--- config.mk ---
export PLATFORM = sky130hd
export DESIGN_NAME = sd_rsp_receiver
export DESIGN_NICKNAME = d
export VERILOG_FILES = /design/src/rtl/sd_rsp_pkg.sv /design/src/rtl/sd_crc7.sv /design/src/rtl/sd_rsp_receiver.sv
export SDC_FILE = /design/constraint.sdc
export NUM_CORES = 1
export LEC_CHECK = 0
export CAP_MARGIN = 20
export CORE_ASPECT_RATIO = 1.75
export CORE_MARGIN = 4
export CORE_UTILIZATION = 40
export CTS_CLUSTER_DIAMETER = 200
export DETAILED_ROUTE_END_ITERATION = 16
export GPL_ROUTABILITY_DRIVEN = 0
export PLACE_DENSITY = 0.74
export SLEW_MARGIN = 5
export SYNTH_ARGS = -nofsm -noshare
export SYNTH_HDL_FRONTEND = slang
export SYNTH_HIERARCHICAL = 1
export SYNTH_SLANG_ARGS = --single-unit
--- constraint.sdc ---
create_clock -name clk_i -period 2.75 [get_ports clk_i]
set_input_delay 0.825 -clock clk_i [delete_from_list [all_inputs] [get_ports clk_i]]
set_output_delay 0.825 -clock clk_i [all_outputs]
set_load 0.005 [all_outputs]
--- src/rtl/sd_rsp_pkg.sv ---
// Shared constants, state encoding and CRC7 step function for the SD CMD-line
// response path (receiver and command transmitter).
package sd_rsp_pkg;

    localparam logic [6:0] Crc7Poly    = 7'h09;
    localparam int         RspShortLen = 48;
    localparam int         RspLongLen  = 136;

    typedef enum logic [2:0] {
        ST_IDLE,
        ST_WAIT_START,
        ST_RECEIVE,
        ST_WAIT_BUSY,
        ST_DONE
    } state_t;

    // One serial CRC7 step: shift left, fold the feedback bit into the taps.
    function automatic logic [6:0] crc7_next(input logic [6:0] crc, input logic bit_in);
        logic fb;
        fb = bit_in ^ crc[6];
        return {crc[5:0], 1'b0} ^ (fb ? Crc7Poly : 7'h00);
    endfunction

endpackage

--- src/rtl/sd_crc7.sv ---
// Serial CRC7 accumulator. clr_i with en_i seeds zero and clocks the bit in the
// same cycle, so a frame's first bit needs no separate clear cycle.
module sd_crc7
    import sd_rsp_pkg::*;
(
    input  logic       clk_i,
    input  logic       rst_i,
    input  logic       clr_i,
    input  logic       en_i,
    input  logic       bit_i,
    output logic [6:0] crc_o
);

    logic [6:0] crc_reg;

    always_ff @(posedge clk_i) begin
        if (rst_i) begin
            crc_reg <= 7'h00;
        end else if (clr_i) begin
            crc_reg <= en_i ? crc7_next(7'h00, bit_i) : 7'h00;
        end else if (en_i) begin
            crc_reg <= crc7_next(crc_reg, bit_i);
        end
    end

    assign crc_o = crc_reg;

endmodule

--- src/rtl/sd_rsp_receiver.sv ---
// Host-side SD CMD response receiver: start-bit search, framing/CRC7/index
// checks for 48- and 136-bit responses, optional DAT0 busy wait.
module sd_rsp_receiver
    import sd_rsp_pkg::*;
#(
    parameter int NcrTimeout  = 64,
    parameter int BusyTimeout = 0
) (
    input  logic         clk_i,
    input  logic         rst_i,
    input  logic         sample_i,
    input  logic         sd_cmd_i,
    input  logic         sd_dat0_i,
    input  logic         start_i,
    input  logic         rsp_long_i,
    input  logic         check_busy_i,
    input  logic         index_check_en_i,
    input  logic         crc_check_en_i,
    input  logic [5:0]   expected_index_i,
    output logic         busy_o,
    output logic         done_o,
    output logic [119:0] rsp_o,
    output logic         timeout_err_o,
    output logic         crc_err_o,
    output logic         end_bit_err_o,
    output logic         index_err_o
);

    localparam int NcrW  = $clog2(NcrTimeout) + 1;
    localparam int BusyW = $clog2(BusyTimeout) + 1;
    localparam logic [NcrW-1:0]  NcrLast  = NcrW'(NcrTimeout - 1);
    localparam logic [BusyW-1:0] BusyLast = BusyW'(BusyTimeout - 1);

    state_t             state_reg;
    logic [7:0]         bit_cnt_reg;
    logic [NcrW-1:0]    ncr_cnt_reg;
    logic [BusyW-1:0]   busy_cnt_reg;
    logic               long_reg, check_busy_reg, idx_en_reg, crc_en_reg;
    logic [5:0]         exp_idx_reg, idx_rx_reg;
    logic [6:0]         crc_rx_reg;
    logic               tx_err_reg;
    logic [119:0]       rsp_reg;
    logic               done_reg, busy_reg;
    logic               timeout_err_reg, crc_err_reg, end_err_reg, idx_err_reg;

    logic [7:0] last_idx, crc_lo;
    logic       crc_clr, crc_en;
    logic [6:0] crc_calc;

    assign last_idx = long_reg ? 8'(RspLongLen - 1) : 8'(RspShortLen - 1);
    assign crc_lo   = last_idx - 8'd7;

    // Long frames restart the CRC at bit 8; short frames run it from the start bit.
    always_comb begin
        crc_clr = 1'b0;
        crc_en  = 1'b0;
        if (sample_i) begin
            case (state_reg)
                ST_WAIT_START: begin
                    crc_clr = !sd_cmd_i;
                    crc_en  = !sd_cmd_i;
                end
                ST_RECEIVE: begin
                    crc_en  = (bit_cnt_reg < crc_lo) && (!long_reg || bit_cnt_reg >= 8'd8);
                    crc_clr = long_reg && (bit_cnt_reg == 8'd8);
                end
                default: ;
            endcase
        end
    end

    sd_crc7 u_crc7 (
        .clk_i (clk_i),
        .rst_i (rst_i),
        .clr_i (crc_clr),
        .en_i  (crc_en),
        .bit_i (sd_cmd_i),
        .crc_o (crc_calc)
    );

    always_ff @(posedge clk_i) begin
        if (rst_i) begin
            state_reg       <= ST_IDLE;
            bit_cnt_reg     <= '0;
            ncr_cnt_reg     <= '0;
            busy_cnt_reg    <= '0;
            long_reg        <= 1'b0;
            check_busy_reg  <= 1'b0;
            idx_en_reg      <= 1'b0;
            crc_en_reg      <= 1'b0;
            exp_idx_reg     <= '0;
            idx_rx_reg      <= '0;
            crc_rx_reg      <= '0;
            tx_err_reg      <= 1'b0;
            rsp_reg         <= '0;
            done_reg        <= 1'b0;
            busy_reg        <= 1'b0;
            timeout_err_reg <= 1'b0;
            crc_err_reg     <= 1'b0;
            end_err_reg     <= 1'b0;
            idx_err_reg     <= 1'b0;
        end else begin
            done_reg <= 1'b0;
            case (state_reg)
                ST_IDLE: begin
                    if (start_i) begin
                        long_reg        <= rsp_long_i;
                        check_busy_reg  <= check_busy_i;
                        idx_en_reg      <= index_check_en_i && !rsp_long_i;
                        crc_en_reg      <= crc_check_en_i;
                        exp_idx_reg     <= expected_index_i;
                        bit_cnt_reg     <= '0;
                        ncr_cnt_reg     <= '0;
                        busy_cnt_reg    <= '0;
                        idx_rx_reg      <= '0;
                        crc_rx_reg      <= '0;
                        tx_err_reg      <= 1'b0;
                        rsp_reg         <= '0;
                        timeout_err_reg <= 1'b0;
                        crc_err_reg     <= 1'b0;
                        end_err_reg     <= 1'b0;
                        idx_err_reg     <= 1'b0;
                        busy_reg        <= 1'b1;
                        state_reg       <= ST_WAIT_START;
                    end
                end
                ST_WAIT_START: begin
                    if (sample_i) begin
                        if (!sd_cmd_i) begin
                            bit_cnt_reg <= 8'd1;
                            state_reg   <= ST_RECEIVE;
                        end else if (ncr_cnt_reg >= NcrLast) begin
                            timeout_err_reg <= 1'b1;
                            done_reg        <= 1'b1;
                            busy_reg        <= 1'b0;
                            state_reg       <= ST_DONE;
                        end else begin
                            ncr_cnt_reg <= ncr_cnt_reg + 1'b1;
                        end
                    end
                end
                ST_RECEIVE: begin
                    if (sample_i) begin
                        if (bit_cnt_reg == 8'd1 && sd_cmd_i)
                            tx_err_reg <= 1'b1;
                        if (!long_reg && bit_cnt_reg >= 8'd2 && bit_cnt_reg < 8'd8)
                            idx_rx_reg <= {idx_rx_reg[4:0], sd_cmd_i};
                        if (bit_cnt_reg >= 8'd8 && bit_cnt_reg < crc_lo) begin
                            if (long_reg)
                                rsp_reg <= {rsp_reg[118:0], sd_cmd_i};
                            else
                                rsp_reg[31:0] <= {rsp_reg[30:0], sd_cmd_i};
                        end
                        if (bit_cnt_reg >= crc_lo && bit_cnt_reg < last_idx)
                            crc_rx_reg <= {crc_rx_reg[5:0], sd_cmd_i};

                        if (bit_cnt_reg == last_idx) begin
                            crc_err_reg <= crc_en_reg && (crc_rx_reg != crc_calc);
                            idx_err_reg <= idx_en_reg && (idx_rx_reg != exp_idx_reg);
                            end_err_reg <= tx_err_reg || !sd_cmd_i;
                            if (check_busy_reg) begin
                                state_reg <= ST_WAIT_BUSY;
                            end else begin
                                done_reg  <= 1'b1;
                                busy_reg  <= 1'b0;
                                state_reg <= ST_DONE;
                            end
                        end else if (bit_cnt_reg != 8'hFF) begin
                            bit_cnt_reg <= bit_cnt_reg + 8'd1;
                        end
                    end
                end
                ST_WAIT_BUSY: begin
                    if (sample_i) begin
                        if (sd_dat0_i) begin
                            done_reg  <= 1'b1;
                            busy_reg  <= 1'b0;
                            state_reg <= ST_DONE;
                        end else if (BusyTimeout != 0 && busy_cnt_reg >= BusyLast) begin
                            timeout_err_reg <= 1'b1;
                            done_reg        <= 1'b1;
                            busy_reg        <= 1'b0;
                            state_reg       <= ST_DONE;
                        end else if (busy_cnt_reg != '1) begin
                            busy_cnt_reg <= busy_cnt_reg + 1'b1;
                        end
                    end
                end
                ST_DONE: begin
                    state_reg <= ST_IDLE;
                end
                default: state_reg <= ST_IDLE;
            endcase
        end
    end

    assign busy_o        = busy_reg;
    assign done_o        = done_reg;
    assign rsp_o         = rsp_reg;
    assign timeout_err_o = timeout_err_reg;
    assign crc_err_o     = crc_err_reg;
    assign end_bit_err_o = end_err_reg;
    assign index_err_o   = idx_err_reg;

endmodule

After elaboration in Yosys (flattened, before gate mapping)
Cells that the tools add are included.
Widths: inputs -> output; s select.
- $add $sub $neg: 3
- equality and inequality tests: 28
- magnitude comparators: 7
- mux-type cells: 80
- bitwise operators: 2
- reductions and logical operators: 33
- operator list (operator ; count):
    $mux 120 ; 3
    $pmux 120 s2 ; 1
    $mux 88 ; 1
    $mux 7 ; 9
    $mux 8 ; 7
    $ne 2x2->1 const B ; 18
    $mux 1 ; 31
    $pmux 7 s2 ; 2
    $mux 3 ; 9
    $pmux 8 s3 ; 1
    $reduce_and 4->1 ; 5
    $mux 6 ; 3
    $lt 8x8->1 ; 2
    $reduce_and 5->1 ; 3
    $pmux 1 s2 ; 7
    $reduce_and 7->1 ; 2
    $pmux 3 s4 ; 1
    $pmux 6 s2 ; 1
    $logic_and 1x1->1 ; 10
    $reduce_and 10->1 ; 1
    $add 8x1->8 const B ; 1
    $eq 8x1->1 const B ; 1
    $eq 8x4->1 const B ; 1
    $eq 8x8->1 ; 1
    25 further kinds ; 32
- bits in registers: 175
- logic and storage cells: 173
- input port bits: 16

Depth between registers and ports, before layout
- depth after elaboration: 8
- gate-level depth with buffers: 10

By module
The synthesis kept the hierarchy.
- modules (own cells, without submodules) (module ; sequential area each (µm²) ; times used ; area an instance (µm²) ; cells an instance):
    sd_rsp_receiver ; 3363.2 ; 1 ; 6448.7 ; 663
    sd_crc7 ; 140.1 ; 1 ; 329.1 ; 33

Least setup slack after synthesis
OpenSTA, ideal clock, no wires.
- path type: register -> register
- start point: reg long_reg
- end point: reg u_crc7.crc_reg[3], in the netlist u_crc7/crc_o[3]
- stages on the path, launching flop included: 10
- path slack: 0.273 ns
- data arrival time: 2.337 ns
- buffers on the path: 1
- setup time: 0.140 ns
- path through: dfxtp_1 -> ha_1 -> a211o_1 -> a21o_1 -> a2111oi_0 -> o21a_1 -> buf_6 -> inv_1 -> a2111oi_0 -> a2111oi_1
- longest elaborated chain between the ends: 8
- elaborated cells on any way between the ends: 14
- those cells by class: add/sub (1); order compare (1); mux (7); reduce/logical (5)
- RTL lines (what ; RTL line ; RTL):
    start, declared ; sd_rsp_receiver.sv:38 ; logic long_reg, check_busy_reg, idx_en_reg, crc_en_reg;
    start signal, assigned ; sd_rsp_receiver.sv:107 ; long_reg <= rsp_long_i;
    $mux 8 ; sd_rsp_receiver.sv:50 ; assign last_idx = long_reg ? 8'(RspLongLen - 1) : 8'(RspShortLen - 1);
    $sub 8x3->8 ; sd_rsp_receiver.sv:51 ; assign crc_lo = last_idx - 8'd7;
    $lt 8x8->1 ; sd_rsp_receiver.sv:64 ; crc_en = (bit_cnt_reg < crc_lo) && (!long_reg || bit_cnt_reg >= 8'd8);
    $logic_and 1x1->1 (*) ; sd_rsp_receiver.sv:64 ;
    $pmux 1 s2 (*) ; sd_rsp_receiver.sv:58 ; case (state_reg)
    $mux 1 (*) ; sd_rsp_receiver.sv:57 ; if (sample_i) begin
    via crc_en ; sd_rsp_receiver.sv:47 ; logic crc_clr, crc_en;
    $mux 7 ; sd_crc7.sv:20 ; crc_reg <= en_i ? crc7_next(7'h00, bit_i) : 7'h00;
    $mux 7 ; sd_crc7.sv:19 ; end else if (clr_i) begin
    end signal, assigned ; sd_crc7.sv:20 ;
    end signal, assigned ; sd_crc7.sv:22 ; crc_reg <= crc7_next(crc_reg, bit_i);
    end, declared ; sd_crc7.sv:14 ; logic [6:0] crc_reg;
Mark *: on every way through the listed nets, which the timed path passes. The rest lies on a longest branch.
A chain may end at the register's enable or synchronous reset.

Final worst setup path
Ends and elaborated chain as after synthesis.

==> impl_metrics.env <==
export IMPL_overflow=0
export IMPL_status="finished clean"
export IMPL_maxSlewViolCount=0
export IMPL_worst_r2r_cell_count=10
export IMPL_setup_viol_count_final=0
export IMPL_largest_register_ffs=120
export IMPL_core_um2=16500
export IMPL_io_buffers=141
export IMPL_wl_met2_mm=9.32
export IMPL_hp_start="idx_en_reg"
export IMPL_fin_skew_ns=0.0128
export IMPL_setup_slack_ns=0.217
export IMPL_seq_area_frac_synth_pct=51.7
export IMPL_cts_setup_buffers=0
export IMPL_slew_headroom_pct=64.6
export IMPL_holdWs_ns=0.455
export IMPL_startpoint_type="flop"
export IMPL_path_clk_slew_ns=0.07
export IMPL_grt_pass1_wl_mm=28.5
export IMPL_layout_nets=866
export IMPL_hold_viol=0
export IMPL_fillCellCount=1489
export IMPL_clk_latency_ns=0.42
export IMPL_r2r_end="u_crc7/crc_o[3]"
export IMPL_worstMarginPinSlew_ns=0.532
export IMPL_ant_nets=0
export IMPL_postSynthCellCount=696
export IMPL_synth_cell_types=57
export IMPL_routed_top_layer="met4"
export IMPL_r2r_setup_slack_ns=0.22
export IMPL_crit_type="reg2reg"
export IMPL_post_dp_hpwl_mm=12.2
export IMPL_min_period_over_period_pct=92.1
export IMPL_numCtsBuffers=17
export IMPL_die_h_um=180
export IMPL_routed_wl_mm=17.5
export IMPL_dieArea_um2=19200
export IMPL_yosys_register_bits=175
export IMPL_fp_dieW_um=106
export IMPL_htree_levels=4
export IMPL_seq_area_um2=3500
export IMPL_cts_sinks=175
export IMPL_met1_length_mm=6.92
export IMPL_crit_fanout=6
export IMPL_hp_class="reg2reg"
export IMPL_diodes=0
export IMPL_row_count=62
export IMPL_syn_nets=720
export IMPL_met3_length_um=734
export IMPL_grt_pass1_vias=5631
export IMPL_min_period_ns=2.53
export IMPL_drt_pass1_iterations=5
export IMPL_arrival_ns=2.82
export IMPL_crit_path_end_kind="flop"
export IMPL_async_flop_share_pct=0
export IMPL_synth_edf_count=0
export IMPL_area_growth_synth_to_final_pct=36.1
export IMPL_cts_path_max_buffers=2
export IMPL_rsz0062_at_grt="no"
export IMPL_boundaryPins=142
export IMPL_viasPerCell=5.45
export IMPL_grt_start_max_net_pins=53
export IMPL_timing_fmax_mhz=395
export IMPL_synth_ff_type="dfxtp_1"
export IMPL_avgSynthCellArea_um2=9.74
export IMPL_worstReg2RegStart="long_reg"
export IMPL_syn_cell_area_um2=6780
export IMPL_drive_gt1_share_pct=10.4
export IMPL_cap_violations=0
export IMPL_leakagePower_nw=3.32
export IMPL_post_place_ws_ns=-0.0256
export IMPL_antenna_found_initial=0
export IMPL_track_usage_pct=18.2
export IMPL_min_to="idx_en_reg"
export IMPL_cts_hold_buf=0
export IMPL_routedWlPerCell_um=16.2
export IMPL_totalPowerFinal_mw=5.97
export IMPL_start_util_pct=41.0
export IMPL_drt_iter0_drc=325
export IMPL_min_path_cells=2
export IMPL_setup_tns_ns=0
export IMPL_cts_resized=1
export IMPL_p_per_area_nw_per_um2=647
export IMPL_cts_root_buf="clkbuf_16"
export IMPL_ir_worst_vdd_mv=0.367
export IMPL_drc=0
export IMPL_worstPathRequired_ns=3.04
export IMPL_via_count=5880
export IMPL_tritoncts="done"
export IMPL_yosys_warnings=6
export IMPL_multi_input_area_um2=3010
[report_power, final]
part / internal (mW) / total (mW) / switching (mW)
sequential: 2.59 / 2.64 / 0.0481
clock: 1.30 / 2.40 / 1.10
combinational: 0.350 / 0.932 / 0.582
[kinds of logic after synthesis]
family          count (synthesis)  synth area share [%]
compound gates                200                  21.3
simple gates                  216                  16.9
buf+inv                        66                  4.38
mux                            15                  2.23
flops                         175                  51.7
xor+xnor                       16                  2.07
fa+ha+maj                       8                  1.48
[how the worst max path moves through the flow]
stage                      endpoint     start
floorplan           u_crc7/crc_o[3]  long_reg
global placement     bit_cnt_reg[0]   start_i
detailed placement   bit_cnt_reg[0]   start_i
CTS                 u_crc7/crc_o[3]  long_reg
global route        u_crc7/crc_o[3]  long_reg
finish              u_crc7/crc_o[3]  long_reg
[synthesized netlist by cell type (11+ instances only)]
cell type  count  area [µm²]
a21oi_1       66         330
a22o_1        88         771
buf_2         15        75.1
clkbuf_1      36         135
dfxtp_1      175        3500
inv_1         11        41.3
mux2i_1       14         140
nand2_1       42         158
nand2b_1      12        75.1
nand3_1       73         365
nand4_1       12        75.1
nor2_1        24        90.1
nor3_1        12        60.1
[worst max-delay path, stage by stage, from the launching register on]
cell and delay [ns]:
dfxtp_2 0.39, inv_1 0.09, ha_1 0.30, or4bb_1 0.46
nor2_2 0.15, a2111oi_2 0.05, buf_4 0.13, o21a_2 0.23
nor2b_1 0.14, a2111oi_1 0.36, a2111oi_1 0.10
[metal layers]
layer  up-vias  global-route usage (%)
met4         0                    7.88
met3        25                    3.48
met1      2834                    20.3
met2       154                    33.1
met5         -                       0
li1       2867                       -
[per-stage QoR]
stage	area [µm²]	util (%)	std cells
6_report	9220	55.8	1079
5_1_grt	9220	55.8	1079
4_1_cts	9210	55.8	1079
3_5_place_dp	8610	52.1	1047
3_3_place_gp	8610	52.1	1047
2_1_floorplan	6780	-	696
[cells in the final DEF, fill, tap and decap left out, drive strengths merged, types with 13 or more instances in the layout]
cell type | synthesis | routed
a21oi | 67 | 67
a22o | 88 | 88
buf | 19 | 42
clkbuf | 36 | 18
clkdlybuf4s50 | 0 | 140
dfxtp | 175 | 175
inv | 11 | 16
mux2i | 14 | 14
nand2 | 42 | 42
nand2b | 13 | 13
nand3 | 73 | 73
nor2 | 26 | 26
[layout make-up]
class | instances | share of cell area [%]
flip-flops and latches | 175 | 38.0
inverters | 11 | 0.448
clock inverters | 14 | 1.85
multi-input cells | 455 | 32.6
repair buffers | 182 | 19.4
well taps | 224 | 3.04
clock buffers | 18 | 4.65
Power figures use the tool's default switching activity.
==> RTL edit (same flow settings) <==
Put one more register stage on the output `index_err_o`, cleared by the reset. The value now appears one clock later. The other outputs are not delayed to match.
--- a/src/rtl/sd_rsp_receiver.sv
+++ b/src/rtl/sd_rsp_receiver.sv
@@ -202,3 +202,9 @@
     assign end_bit_err_o = end_err_reg;
-    assign index_err_o   = idx_err_reg;
+    always_ff @(posedge clk_i) begin
+        if (rst_i) begin
+            index_err_o <= '0;
+        end else begin
+            index_err_o <= idx_err_reg;
+        end
+    end
 
Formal check against the unedited RTL: same outputs for any inputs over 4 cycles, from zero or initial values and one cycle with rst_i high; that may be too few to reach the edited logic, so the function may still have changed.
==> RTL edit against the unedited design <==
Routed wire length rose by 0.65%. Total power is 1.2% lower. Design area rose by 0.28%. Largest cell class unchanged. Synthesized area increased by 0.28%. Count of clock-buffer cells in the layout unchanged. Worst hold slack better by 3.3 ps. Critical path type unchanged. Non-clock buffer count did not move. Sequential cell count up 1. Largest power group unchanged. Setup slack lost 13 ps. Utilization increased by 0.16 points. Synthesized cell count rose by 0.14%.
==> RTL edit: results (changes against the unedited design) <==
worst_setup_path:
  critPathMaxFanout: 6  # unchanged
  cpPeakStageDelay_ps: 360  # -100 ps
  critPathSlowestCell: "dfxtp_2"
  startpoint: "bit_cnt_reg[5]"
  ff2ff_path_depth: 9  # -1
  critical_path_arrival_ps: 2870  # +50 ps
  cp_top_family: "compound AO/OA/AOI/OAI gates"
  reg2reg_slack_ps: 200
  timing.rr.end: "u_crc7/crc_o[3]"
power_and_ir_drop:
  cellPowerDensity_nw_per_um2: 637.3  # -1.5%
  p_sw_mw: 1.730  # about the same
  clkPwrFrac_pct: 39.4  # -0.8 points
  ir_drop_v: 0.0003852  # +5.1%
  comb_power_share_pct: 15.4  # -0.2 points
  leakagePower_nw: 3.355  # +1.1%
layout:
  final_layout_size_suffix_gt1_share_pct: 10.98  # +0.57 points
  n_antenna_cell: 0  # unchanged
  largest_register_ffs: 120  # unchanged
  finalNetCount: 867  # +0.12%
clock_network:
  cts_made_buffers: 17  # unchanged
  cts-root-buf: "clkbuf_16"
  h-tree-depth: 4  # unchanged
min_path:
  whs_endpoint: "index_err_o"
  worstHoldStart: "idx_err_reg"
  hold_class: "register to register"
  hold_depth: 1  # -1
synthesis:
  synth-compound-area-share_pct: 21.12  # -0.15 points
  synth_area_leaders: "dfxtp_1 52%, a22o_1 11%, nand3_1 5.4%, a21oi_1 4.5%, nand2_1 2.7%"
  synth_common_cells: "176 x dfxtp_1, 88 x a22o_1, 73 x nand3_1"
  postSynthNetCount: 721  # +0.14%
  synth_xor_area_share_pct: 2.062  # -0.0057 points
  synth_fa_ha_area_share_pct: 1.473  # -0.0041 points
  synth_seq_area_share_pct: 51.84  # +0.15 points
  muxShareOfSynthArea_pct: 2.356  # +0.12 points
  synth.distinct_cells: 59  # +3.5%
global_routing:
  use_met3_pct: 3.980  # +0.50 points
  grt_first_pass_wirelength_microns: 28930  # +1.6%
  grt_start_max_net_pins: 56  # +5.7%
  use_met1_pct: 21.35  # +1.0 points
  grtUsageTotal_pct: 18.38  # +0.15 points
  met2_usage_pct: 32.61  # -0.53 points
  grt_pass1_vias: 5684  # +0.94%
route:
  wire_per_inst_microns: 16.28  # +0.56%
  wl_met2_microns: 9281  # -0.46%
  wl_met3_microns: 831  # +13%
  wl_met1_microns: 7110  # +2.7%
  drt_iter0_drc: 305  # -6.2%
  viasPerCell: 5.438  # -0.21%
sta:
  fin_skew_ps: 18.11  # +5.322 ps
  fin_crit_sh_pct: 92.57  # +0.47 points
  worst_slew_pin_slew_ps: 545.3  # +13.66 ps
placement:
  dpl_worst_slack_ps: -39.31  # -13.68 ps
  hpwl_microns: 12250  # +0.35%
run_status:
  status: "completed"
==> RTL edit: cell types whose count changed after synthesis, sizes merged, moves of 3 or more <==
cell,unedited run,this run
a21oi,67,62
a31o,0,3
and3,6,11
nand2,42,49
nand2b,13,6
o21ai,11,8
==> RTL edit: layout make-up <==
type	count	area [sq um]
Timing Repair Buffer	182	1777
Fill cell	1490	7274
Sequential cell	176	3525
Tap cell	224	280.3
Multi-Input combinational cell	455	3050
Inverter	11	41.29
Clock buffer	18	429.2
Clock inverter	14	146.4
==> RTL edit: metrics by stage <==
step / cells / cell area, sq um / hold WS [ps]
6_report: 1080 / 9249 / 458.3
5_1_grt: 1080 / 9249 / 474.0
4_1_cts: 1080 / 9204 / 462.7
3_5_place_dp: 1048 / 8627 / 452.9
3_3_place_gp: 1048 / 8627 / 442.9
2_1_floorplan: 697 / 6797 / 432.1
==> RTL edit: timing repair <==
action | in CTS | in global routing
resized for setup | 1 | 10
endpoints found under the setup margin | 4 | 8
pin swaps | 0 | 0
